## src/rtl/regmodel0_regmodel_core_reg_resp_arb_if.sv

```systemverilog
// Bundle for the response sources and the merged stream toward the response buffer.
// The arbiter connects through the master modport and the source/sink side through slave.
interface regmodel0_regmodel_core_reg_resp_arb_if #(
    parameter int NUM_REQ   = 4,
    parameter int PAYLOAD_W = 34
);
    logic [NUM_REQ-1:0]           req_valid_i;
    logic [NUM_REQ*PAYLOAD_W-1:0] req_payload_i;
    logic [NUM_REQ-1:0]           req_ready_o;
    logic [NUM_REQ-1:0]           req_mask_i;
    logic                         valid_o;
    logic [PAYLOAD_W-1:0]         payload_o;
    logic                         ready_i;

    modport master (
        input  req_valid_i, req_payload_i, req_mask_i, ready_i,
        output req_ready_o, valid_o, payload_o
    );

    modport slave (
        output req_valid_i, req_payload_i, req_mask_i, ready_i,
        input  req_ready_o, valid_o, payload_o
    );
endinterface

```

## src/rtl/regmodel0_regmodel_core_reg_resp_arb.sv

```systemverilog
// Round-robin merge of register response sources into one stream.
// The grant is zero-latency in IDLE and is locked in HOLD while the sink stalls.
//
// state | meaning
// IDLE  | combinational pass-through of the round-robin winner
// HOLD  | winner stalled by sink; grant frozen on hold_id until accepted
module regmodel0_regmodel_core_reg_resp_arb #(
    parameter int NUM_REQ   = 4,
    parameter int PAYLOAD_W = 34,
    parameter int TMO_W     = 8
) (
    input  logic                       payload_cgm_clk,
    input  logic                       hw_reset_n,
    input  logic                       func_reset_n,
    regmodel0_regmodel_core_reg_resp_arb_if.master bus,
    input  logic [TMO_W-1:0]           tmo_cfg_i,
    output logic                       stall_err_o,
    input  logic                       stall_err_clr_i,
    output logic [$clog2(NUM_REQ)-1:0] grant_id_o,
    output logic                       busy_o
);
    localparam int ID_W = $clog2(NUM_REQ);

    typedef enum logic {IDLE, HOLD} state_t;

    state_t               state;
    logic [ID_W-1:0]      ptr;
    logic [ID_W-1:0]      hold_id;
    logic [TMO_W-1:0]     stall_cnt;
    logic [NUM_REQ-1:0]   elig;
    logic                 any_elig;
    logic [ID_W-1:0]      sel;
    logic [ID_W-1:0]      cur_id;
    logic [ID_W:0]        raw;
    logic [ID_W-1:0]      idx;
    logic [PAYLOAD_W-1:0] payload_arr [NUM_REQ];

    assign elig     = bus.req_valid_i & ~bus.req_mask_i;
    assign any_elig = |elig;
    assign cur_id   = (state == HOLD) ? hold_id : sel;

    for (genvar k = 0; k < NUM_REQ; k++) begin : g_split
        assign payload_arr[k] = bus.req_payload_i[k*PAYLOAD_W +: PAYLOAD_W];
    end

    // Scan from the farthest offset down so the nearest eligible source after ptr wins.
    always_comb begin
        sel = '0;
        raw = '0;
        idx = '0;
        for (int i = NUM_REQ; i >= 1; i--) begin
            raw = {1'b0, ptr} + (ID_W+1)'(i);
            idx = (raw >= (ID_W+1)'(NUM_REQ)) ? ID_W'(raw - (ID_W+1)'(NUM_REQ))
                                               : raw[ID_W-1:0];
            if (elig[idx]) sel = idx;
        end
    end

    always_comb begin
        bus.valid_o     = 1'b0;
        bus.req_ready_o = '0;
        bus.payload_o   = payload_arr[cur_id];
        grant_id_o      = cur_id;
        busy_o          = 1'b0;
        if (func_reset_n) begin
            if (state == HOLD) begin
                bus.valid_o                  = 1'b1;
                bus.req_ready_o[hold_id]     = bus.ready_i;
                busy_o                       = 1'b1;
            end else if (any_elig) begin
                bus.valid_o                  = 1'b1;
                bus.req_ready_o[sel]         = bus.ready_i;
            end
        end
    end

    always_ff @(posedge payload_cgm_clk or negedge hw_reset_n) begin
        if (!hw_reset_n) begin
            state       <= IDLE;
            ptr         <= ID_W'(NUM_REQ - 1);
            hold_id     <= '0;
            stall_cnt   <= '0;
            stall_err_o <= 1'b0;
        end else if (!func_reset_n) begin
            state       <= IDLE;
            ptr         <= ID_W'(NUM_REQ - 1);
            hold_id     <= '0;
            stall_cnt   <= '0;
            stall_err_o <= 1'b0;
        end else begin
            // Set wins over a coincident clear so a timeout is never lost.
            if ((tmo_cfg_i != '0) && (stall_cnt == tmo_cfg_i)) begin
                stall_err_o <= 1'b1;
            end else if (stall_err_clr_i) begin
                stall_err_o <= 1'b0;
            end

            case (state)
                IDLE: begin
                    stall_cnt <= '0;
                    if (any_elig) begin
                        if (bus.ready_i) begin
                            ptr <= sel;
                        end else begin
                            state   <= HOLD;
                            hold_id <= sel;
                        end
                    end
                end
                HOLD: begin
                    if (bus.ready_i) begin
                        ptr       <= hold_id;
                        state     <= IDLE;
                        stall_cnt <= '0;
                    end else if (stall_cnt != '1) begin
                        stall_cnt <= stall_cnt + 1'b1;
                    end
                end
                default: state <= IDLE;
            endcase
        end
    end
endmodule

```

## src/flat_wrapper.sv

```systemverilog
// flat-port wrapper written by rule: the top's interface ports become plain ports
module regmodel0_regmodel_core_reg_resp_arb_flat 
#(
    parameter int NUM_REQ   = 4,
    parameter int PAYLOAD_W = 34,
    parameter int TMO_W     = 8
)
  (payload_cgm_clk, hw_reset_n, func_reset_n, tmo_cfg_i, stall_err_o, stall_err_clr_i, grant_id_o, busy_o, bus_req_valid_i, bus_req_payload_i, bus_req_mask_i, bus_ready_i, bus_req_ready_o, bus_valid_o, bus_payload_o);
  regmodel0_regmodel_core_reg_resp_arb_if #(.NUM_REQ(NUM_REQ), .PAYLOAD_W(PAYLOAD_W)) bus_i ();
  input  logic payload_cgm_clk;
  input  logic hw_reset_n;
  input  logic func_reset_n;
  input  logic [TMO_W-1:0] tmo_cfg_i;
  output logic stall_err_o;
  input  logic stall_err_clr_i;
  output logic [$clog2(NUM_REQ)-1:0] grant_id_o;
  output logic busy_o;
  input wire logic [$bits(bus_i.req_valid_i)-1:0] bus_req_valid_i;
  input wire logic [$bits(bus_i.req_payload_i)-1:0] bus_req_payload_i;
  input wire logic [$bits(bus_i.req_mask_i)-1:0] bus_req_mask_i;
  input wire logic [$bits(bus_i.ready_i)-1:0] bus_ready_i;
  output wire logic [$bits(bus_i.req_ready_o)-1:0] bus_req_ready_o;
  output wire logic [$bits(bus_i.valid_o)-1:0] bus_valid_o;
  output wire logic [$bits(bus_i.payload_o)-1:0] bus_payload_o;
  assign bus_i.req_valid_i = bus_req_valid_i;
  assign bus_i.req_payload_i = bus_req_payload_i;
  assign bus_i.req_mask_i = bus_req_mask_i;
  assign bus_i.ready_i = bus_ready_i;
  assign bus_req_ready_o = bus_i.req_ready_o;
  assign bus_valid_o = bus_i.valid_o;
  assign bus_payload_o = bus_i.payload_o;
  regmodel0_regmodel_core_reg_resp_arb #(.NUM_REQ(NUM_REQ), .PAYLOAD_W(PAYLOAD_W), .TMO_W(TMO_W)) u_core (.payload_cgm_clk(payload_cgm_clk), .hw_reset_n(hw_reset_n), .func_reset_n(func_reset_n), .bus(bus_i), .tmo_cfg_i(tmo_cfg_i), .stall_err_o(stall_err_o), .stall_err_clr_i(stall_err_clr_i), .grant_id_o(grant_id_o), .busy_o(busy_o));
endmodule
```

## config.mk

```make
export PLATFORM = sky130hd
export DESIGN_NAME = regmodel0_regmodel_core_reg_resp_arb_flat
export DESIGN_NICKNAME = d
export VERILOG_FILES = /design/src/rtl/regmodel0_regmodel_core_reg_resp_arb_if.sv /design/src/rtl/regmodel0_regmodel_core_reg_resp_arb.sv /design/src/flat_wrapper.sv
export SDC_FILE = /design/constraint.sdc
export NUM_CORES = 1
export LEC_CHECK = 0
export BUFFER_PORTS_ARGS = -buffer_cell sky130_fd_sc_hd__buf_2
export CAP_MARGIN = 30
export CORE_AREA = 2 2 102 64
export DETAILED_ROUTE_END_ITERATION = 7
export DIE_AREA = 0 0 104 66
export PLACE_DENSITY = 0.77
export SLEW_MARGIN = 20
export SYNTH_ARGS = -nofsm -noshare
export SYNTH_HDL_FRONTEND = slang
export SYNTH_SLANG_ARGS = --single-unit
```

## constraint.sdc

```tcl
create_clock -name payload_cgm_clk -period 2.2 [get_ports payload_cgm_clk]
set_input_delay 0.11 -clock payload_cgm_clk [delete_from_list [all_inputs] [get_ports payload_cgm_clk]]
set_output_delay 0.11 -clock payload_cgm_clk [all_outputs]
set_load 0.02 [all_outputs]
```

; Word level (Yosys, flattened, before mapping)
; Cells that the tools add are included.
[op_classes]
n_addsub = 9
n_lt_le_gt_ge = 13
n_eq_ne = 10
muxes = 52
bitwise = 6
reduce_logical = 7
[op_table]
columns = cell, count
row1 = $bmux W34 S2, 1
row2 = $mux W34, 2
row3 = $mux W2, 17
row4 = $mux W8, 3
row5 = $lt A2 B3 Y1 const B, 6
row6 = $mux W1, 17
row7 = $pmux W8 S2, 1
row8 = $ge A3 B3 Y1 const B, 5
row9 = $and A4 B4 Y4, 3
row10 = $mux W4, 3
row11 = $add A8 B1 Y8 const B, 1
row12 = $bmux W1 S2, 4
row13 = $eq A8 B8 Y1, 1
row14 = $ne A8 B8 Y1 const B, 1
row15 = $reduce_bool A8 Y1, 1
row16 = $sub A2 B1 Y2 const B, 4
row17 = $add A2 B2 Y3 const B, 2
row18 = $ne A3 B3 Y1 const B, 2
row19 = $reduce_and A3 Y1, 2
row20 = $demux W1 S2, 2
row21 = $ge A2 B1 Y1 const B, 2
row22 = $ne A2 B2 Y1 const B, 2
row23 = $ne A4 B4 Y1 const B, 1
row24 = $not A4 Y4, 1
row25 = other kinds (11), 13
[totals]
register_bits = 14
in_bits = 157
wordCells = 102

; Logic depth before layout (Yosys ltp)
; Gate-level depths: netlist of run 1.
[logic_depth]
word_depth = 17
mapped_depth = 7
mapped_depth_nobuf = 6

; Least setup slack after synthesis of run 1
; OpenSTA, ideal clock, no wires.
[synth_path]
path_kind = register to output
from = reg u_core.ptr[1]
to = out bus_payload_o[25]
arrival_ns = 1.943
required_time_ns = 2.090
setup_slack_ns = 0.147
stages_incl_launch_ff = 8
path_buffers = 2
cell_sequence = dfstp_2 > and3b_1 > o32ai_1 > o41ai_2 > buf_6 > buf_8 > mux2i_1 > mux2i_1
[synth_between]
elab_chain_cells = 14
elab_cells_between_ends = 33
classes_between = add/sub: 8 / order compare: 4 / mux: 20 / bitwise: 1
[synth_rtl]
columns = item, line_no
row1 = start: declaration, regmodel0_regmodel_core_reg_resp_arb.sv:27  ; logic [ID_W-1:0] ptr;
row2 = start signal: assignment, regmodel0_regmodel_core_reg_resp_arb.sv:80  ; ptr <= ID_W'(NUM_REQ - 1);
row3 = start signal: assignment, regmodel0_regmodel_core_reg_resp_arb.sv:86  ; ptr <= ID_W'(NUM_REQ - 1);
row4 = start signal: assignment, regmodel0_regmodel_core_reg_resp_arb.sv:103  ; ptr <= sel;
row5 = $add A2 B3 Y3, regmodel0_regmodel_core_reg_resp_arb.sv:52  ; raw = {1'b0, ptr} + (ID_W+1)'(i);
row6 = $ge A3 B3 Y1 or $sub A2 B1 Y2 (tied branches), regmodel0_regmodel_core_reg_resp_arb.sv:53  ; idx = (raw >= (ID_W+1)'(NUM_REQ)) ? ID_W'(raw - (ID_W+1)'(NUM_REQ))
row7 = $mux W2, regmodel0_regmodel_core_reg_resp_arb.sv:53
row8 = $bmux W1 S2, regmodel0_regmodel_core_reg_resp_arb.sv:55  ; if (elig[idx]) sel = idx;
row9 = $mux W1 (implied by the code), regmodel0_regmodel_core_reg_resp_arb.sv:55
row10 = $mux W2 (3 in series), regmodel0_regmodel_core_reg_resp_arb.sv:55
row11 = $mux W2 (*), regmodel0_regmodel_core_reg_resp_arb.sv:55
row12 = $mux W2 (*), regmodel0_regmodel_core_reg_resp_arb.sv:40  ; assign cur_id = (state == HOLD) ? hold_id : sel;
row13 = via grant_id_o[1], flat_wrapper.sv:16  ; output logic [$clog2(NUM_REQ)-1:0] grant_id_o;
row14 = $not A2 Y3 (implied by the code) (*), regmodel0_regmodel_core_reg_resp_arb.sv:62  ; bus.payload_o = payload_arr[cur_id];
row15 = $bmux W34 S2 (*), regmodel0_regmodel_core_reg_resp_arb.sv:62
row16 = $mux W34 (implied by the code) (*) (2 in series), regmodel0_regmodel_core_reg_resp_arb.sv:62
row17 = end: declaration, flat_wrapper.sv:24  ; output wire logic [$bits(bus_i.payload_o)-1:0] bus_payload_o;
; The timed path passes the listed nets; every way through them passes the cells marked *. The select of a mux whose other input is x is not followed.

; Worst setup path in the final report of run 1
[layout_path]
from = reg u_core.ptr[1]
to = out bus_payload_o[32]
[layout_between]
elab_chain_cells = 14
elab_cells_between_ends = 33
classes_between = add/sub: 8 / order compare: 4 / mux: 20 / bitwise: 1
[layout_rtl]
columns = item, line_no
row1 = $add A2 B3 Y3, regmodel0_regmodel_core_reg_resp_arb.sv:52
row2 = $ge A3 B3 Y1 or $sub A2 B1 Y2 (tied branches), regmodel0_regmodel_core_reg_resp_arb.sv:53
row3 = $mux W2, regmodel0_regmodel_core_reg_resp_arb.sv:53
row4 = $bmux W1 S2, regmodel0_regmodel_core_reg_resp_arb.sv:55
row5 = $mux W1 (implied by the code), regmodel0_regmodel_core_reg_resp_arb.sv:55
row6 = $mux W2 (3 in series), regmodel0_regmodel_core_reg_resp_arb.sv:55
row7 = $mux W2 (*), regmodel0_regmodel_core_reg_resp_arb.sv:55
row8 = $mux W2 (*), regmodel0_regmodel_core_reg_resp_arb.sv:40
row9 = $not A2 Y3 (implied by the code) (*), regmodel0_regmodel_core_reg_resp_arb.sv:62
row10 = $bmux W34 S2 (*), regmodel0_regmodel_core_reg_resp_arb.sv:62
row11 = $mux W34 (implied by the code) (*) (2 in series), regmodel0_regmodel_core_reg_resp_arb.sv:62
; Mark *: on every way between the ends. The rest lies on a longest branch, timed or not. The select of a mux whose other input is x is not followed.

==> qor.yml, run 1 <==
final_layout:
  areaGrowthSynthToFinish_pct: 64.8
  nets: 603
  final_area_mm2: 0.00361
  drive_gt1_frac: 0.542
  insertedDiodeCount: 0
synthesis:
  synth-seq-cells: 14
  synth_edf_count: 0
  synth_cells: 234
  ys_types: 39
  synth_commonest_cells: "mux2i_1, dfrtp_1, nor2_1"
  ys_async_sr_fraction: 1.00
  avgSynthCellArea_um2: 9.37
  ys_seq_area_frac: 0.161
  synth.area.top_cells: "mux2i_1, dfrtp_1, buf_12, dfstp_2, xnor2_1"
  ys_warn_count: 0
  synth.most_common_cell: "mux2i_1"
  syn_nets: 392
  synth_top_area_share: 0.489
  synth_area_leader_cell: "mux2i_1"
  synthFlopType: "dfrtp_1"
  netlist_area_mm2: 0.00219
min_path:
  holdCritPathClass: "primary input to flop"
placement:
  placed_area_mm2: 0.00331
  dp_hpwl_mm: 6.91
  gp_congestion: 0.883
  portBuffers: 199
drt:
  vias_per_cell: 4.96
  antenna_left: 0
  drt_pass1_iterations: 4
  wl_per_cell_um: 16.4
  route.vias.total: 2612
  drt_iter0_markers: 128
  drcViolationCount: 0
  wl_mm: 8.62
floorplan:
  coreArea_mm2: 0.00595
  dieHeight_um: 66
  dieArea_mm2: 0.00686
  die_w_um: 104
  io_pins: 200
  rows: 22
  start_util: 0.369
setup_path:
  cp.required_ns: 2.09
  worstSetupPathType: "flop to output port"
  critPathLaunchType: "flop"
  crit_path_max_fanout: 6
  worst_setup_path_end_kind: "output port"
  arrival_ns: 2.32
clock_tree:
  htree_levels: 1
  clockRootBuffer: "clkbuf_8"
  clock_sinks: 14
  clockBufferDepth: 2
  clk_pin_slew_ns: 0.05
  cts_tree: "done"
  clk_latency_ns: 0.25
  cts_made_buffers: 3
timing:
  drv_slew: 0
  rsz0062_at_grt: "yes"
  fin_skew_ns: 0.00370
  timing.final.crit_share: 1.10
  fin_ws_ns: -0.227
  setup-violations-final: 34
  fin_crit_ns: 2.43
  maxSlewHeadroom: 0.670
  finalSetupTns_ns: -4.52
  fmax_mhz: 412
  tightest_slew_ns: 0.495
  hold_viol: 0
  hold_ws_ns: 0.131
power:
  p_per_area_mw_per_mm2: 453
  ir_drop_v: 0.000254
  finalPower_mw: 1.63
  leakage_nw: 1.85
flow_run:
  cap_violations: 0
global_routing:
  grt-ovfl-total: 0
  grt_pass1_wl_mm: 12.0
  first_global_vias: 2552
  grt_max_degree: 20
  track_usage: 0.218
  grt_antenna_before_repair: 0
run_status:
  status: "finished with violations"
  violations: "negative setup slack"
==> layout make-up <==
class | instances | area (um^2)
well taps | 84 | 105
fillers | 543 | 2330
clock buffers | 3 | 41.3
inverters | 4 | 17.5
repair buffers | 222 | 1360
multi-input cells | 200 | 1740
flip-flops and latches | 14 | 353
==> kinds of logic after synthesis <==
kind of cell / Yosys count / synth area share
flops: 14 / 0.161
mux: 107 / 0.489
xor+xnor: 9 / 0.0360
simple gates: 58 / 0.144
fa+ha+maj: 1 / 0.00571
compound gates: 25 / 0.0799
buf+inv: 20 / 0.0845
==> where the power goes <==
group / switching, mW / total (mW) / internal, mW
logic: 0.578 / 1.15 / 0.573
clock network: 0.0849 / 0.206 / 0.121
registers: 0.00956 / 0.278 / 0.268
==> worst max-delay path, stage by stage, from the launching register on <==
cell      delay (ns)
dfstp_2         0.52
buf_4           0.12
nand3b_1        0.15
o32ai_4         0.18
o41ai_4         0.09
buf_4           0.17
buf_4           0.15
buf_16          0.13
mux2i_1         0.14
mux2i_1         0.23
buf_4           0.19
==> registers in the layout, indices dropped and copies added, names as in the netlist <==
name,flops
u_core.stall_err_o,1
u_core.ptr,2
u_core.stall_cnt,8
u_core.state,1
u_core.hold_id,2
==> through the flow <==
stage               cells  setup WS, ns  utilization
floorplan             234         0.147            -
finish                527        -0.227        0.608
CTS                   525        -0.221        0.580
global route          527        -0.316        0.608
global placement      515        0.0368        0.557
detailed placement    515       -0.0142        0.557
==> final timing paths <==
kind	startpoint	slack, ns	endpoint	depth (start not counted)
min in group asynchronous	hw_reset_n	0.28	u_core.stall_cnt[5]$_DFFE_PN0P_	2
max	u_core.ptr[1]$_DFFE_PN1P_	-0.23	bus_payload_o[32]	10
min reg2reg	u_core.ptr[0]$_DFFE_PN1P_	0.55	u_core.ptr[0]$_DFFE_PN1P_	2
max in group asynchronous	hw_reset_n	1.63	u_core.ptr[0]$_DFFE_PN1P_	2
min	stall_err_clr_i	0.13	u_core.stall_err_o$_DFFE_PN0P_	3
max reg2reg	u_core.stall_cnt[0]$_DFFE_PN0P_	0.48	u_core.stall_cnt[3]$_DFFE_PN0P_	6
==> placed cells by master, fill, tap and decap left out, types with 2 or more instances in the layout <==
cell type	netlist	final
nand4_1	2	2
nand2b_1	8	8
nand2_1	7	7
o21ai_0	5	5
o211ai_1	3	3
buf_4	0	28
buf_12	4	6
buf_2	3	182
nor4_1	2	2
mux2i_2	0	6
nor2b_1	6	6
clkbuf_16	0	2
a21boi_0	2	2
nor3b_1	2	2
nor3_1	4	4
o21a_1	4	4
mux2i_1	107	100
nor2_1	10	10
xnor2_1	6	6
nand3b_1	3	3
clkbuf_8	0	3
and2_1	2	2
a31oi_1	3	3
dfstp_2	2	2
dfrtp_1	12	12
nand3_1	8	7
xor2_1	3	3
inv_1	3	3
==> per-layer routing <==
| layer | vias up | GRT usage | wire length, um | part of all wire |
|---|---|---|---|---|
| met4 | 0 | 0.0541 | 106 | 0.012 |
| li1 | 1285 | - | - | - |
| met2 | 99 | 0.409 | 4480 | 0.52 |
| met1 | 1218 | 0.255 | 3550 | 0.41 |
| met5 | - | 0 | 0 | 0 |
| met3 | 10 | 0.0493 | 493 | 0.057 |
==> repair_timing <==
item / CTS / global route
pin swaps: 1 / 5
setup endpoints to repair: 34 / 36
resized for setup: 5 / 32
hold buffers: 1 / 0
hold endpoints to repair: 12 / 0
cloned: 2 / 2
buffers inserted: 4 / 2
Note: power is estimated with default switching activity, not from simulation.
==> run 2: changes to the inputs <==
- ABC_AREA: default -> 0
- CORE_AREA: 2 2 102 64 -> 2 2 100 64
- CTS_BUF_LIST: default -> sky130_fd_sc_hd__clkbuf_8
- DIE_AREA: 0 0 104 66 -> 0 0 102 66
- PLACE_DENSITY: 0.77 -> 0.79
- REMOVE_ABC_BUFFERS: default -> 1
==> qor.yml, run 2 (synthesis gave the netlist of run 1 again) <==
timing:
  fin_crit_ns: 2.45
  hold_viol: 0
  hold_ws_ns: 0.107
  maxSlewHeadroom: 0.714
  rsz0062_at_grt: "yes"
  fin_ws_ns: -0.251
  timing.final.crit_share: 1.11
  tightest_slew_ns: 0.428
  finalSetupTns_ns: -6.70
  fmax_mhz: 408
  setup-violations-final: 34
  fin_skew_ns: 0.00418
  drv_slew: 0
setup_path:
  reg2reg_depth: 9
  cpLargestDelayFamily: "buffers and inverters"
  crit_cells: 9
  cp.required_ns: 2.09
  worstSetupPathType: "flop to output port"
  crit_buf_inv: 4
  path_cells: "and3b_2, o32ai_4, o41ai_4, buf_4, buf_12, buf_12, mux2i_1, mux2i_1, buf_2"
  arrival_ns: 2.34
  cp-startpoint: "u_core.ptr[1]$_DFFE_PN1P_"
  cpMaxStageDelayCell: "dfstp_2"
  endpoint: "bus_payload_o[27]"
  crit_path_max_incr_delay_ns: 0.52
  rrSetupSlack_ns: 0.35
  crit-reg2reg-launch: "u_core.ptr[1]$_DFFE_PN1P_"
  crit_path_max_fanout: 14
  worst_setup_path_end_kind: "output port"
  r2r_end: "u_core.ptr[1]$_DFFE_PN1P_"
  critPathLaunchType: "flop"
final_layout:
  finalNonFillerCells: 529
  largest_reg_flops: 8
  insertedDiodeCount: 0
  areaGrowthSynthToFinish_pct: 64.4
  final_common_cell: "buf_2"
  multi_input_area_mm2: 0.00172
  drive_gt1_frac: 0.537
  mostFrequentLayoutCells: "buf_2, mux2i_1, buf_4"
  register_area_um2: 353
  top_register: "u_core.stall_cnt"
  largestRegisters: "u_core.stall_cnt x8, u_core.hold_id x2, u_core.ptr x2"
  fillers: 550
  nets: 604
flow_run:
  cap_violations: 0
clock_tree:
  clockRootBuffer: "clkbuf_8"
  htree_levels: 1
  clk_latency_ns: 0.25
  cts_tree: "done"
  clk_pin_slew_ns: 0.06
  clock_sinks: 14
  cts_made_buffers: 3
  clockBufferDepth: 2
floorplan:
  dieHeight_um: 66
  dieArea_mm2: 0.00673
  io_pins: 200
  coreArea_mm2: 0.00584
  start_util: 0.376
  die_w_um: 102
  rows: 22
global_routing:
  grt_antenna_before_repair: 0
  first_global_vias: 2435
  grt-ovfl-total: 0
  grt_pass1_wl_mm: 11.4
  track_usage: 0.216
  grt_max_degree: 18
drt:
  drt_iter0_markers: 56
  wl_mm: 8.09
  drt_pass1_iterations: 4
  wl_per_cell_um: 15.3
  vias_per_cell: 4.88
  antenna_left: 0
  drcViolationCount: 0
  route.vias.total: 2581
power:
  p_per_area_mw_per_mm2: 455
  finalPower_mw: 1.64
  ir_drop_v: 0.000256
  leakage_nw: 1.86
min_path:
  whs_path_depth: 2
  min_from: "bus_ready_i"
  holdCritPathClass: "primary input to flop"
run_status:
  status: "finished with violations"
  violations: "negative setup slack"
placement:
  gp_congestion: 0.835
  portBuffers: 199
  dp_cells: 514
  dp_slack_ns: 0.000103
  dp_hpwl_mm: 6.68
run 2: changes by cell type in the layout (fill, tap and decap cells not counted), moves of 2 or more:
cell	previous run	this run
buf_12	6	4
buf_2	182	192
buf_4	28	18
buf_6	1	3
mux2i_1	100	103
mux2i_2	6	3
run 2: worst min-delay path by stage:
stage,endpoint
finish,u_core.state$_DFF_PN0_
global route,u_core.state$_DFF_PN0_
CTS,u_core.state$_DFF_PN0_
detailed placement,u_core.hold_id[0]$_DFFE_PN0P_
global placement,u_core.hold_id[0]$_DFFE_PN0P_
floorplan,u_core.hold_id[0]$_DFFE_PN0P_
run 2: cell type report:
type,count,share of cell area
clock buffer,4,0.0153
inverter,4,0.00486
multi-input combinational,200,0.478
sequential,14,0.0979
tap,84,0.0292
timing repair buffer,223,0.375
run 2: metal layers:
layer	global-route usage	up-vias	part of all wire
met5	0	-	0
met4	0.0333	0	0.0091
met3	0.0402	10	0.043
met2	0.398	75	0.53
met1	0.266	1208	0.42
li1	-	1288	-
run 2: per-stage QoR:
step	cell area, um^2	util
2_1_floorplan	2020	-
3_3_place_gp	3290	0.565
3_5_place_dp	3290	0.565
4_1_cts	3420	0.586
5_1_grt	3600	0.617
6_report	3600	0.617
run 2: power breakdown:
group	leakage (nW)	internal (mW)	total [mW]	switching (mW)
sequential	0.187	0.268	0.280	0.0117
clock	0.0288	0.159	0.253	0.0941
combinational	1.64	0.552	1.11	0.556
run 2: timing repair:
item | 4_1_cts | 5_1_grt
cloned | 1 | 3
buffers inserted | 1 | 6
setup endpoints to repair | 34 | 38
hold buffers | 1 | 0
pin swaps | 1 | 1
hold endpoints to repair | 12 | 0
resized for setup | 6 | 19
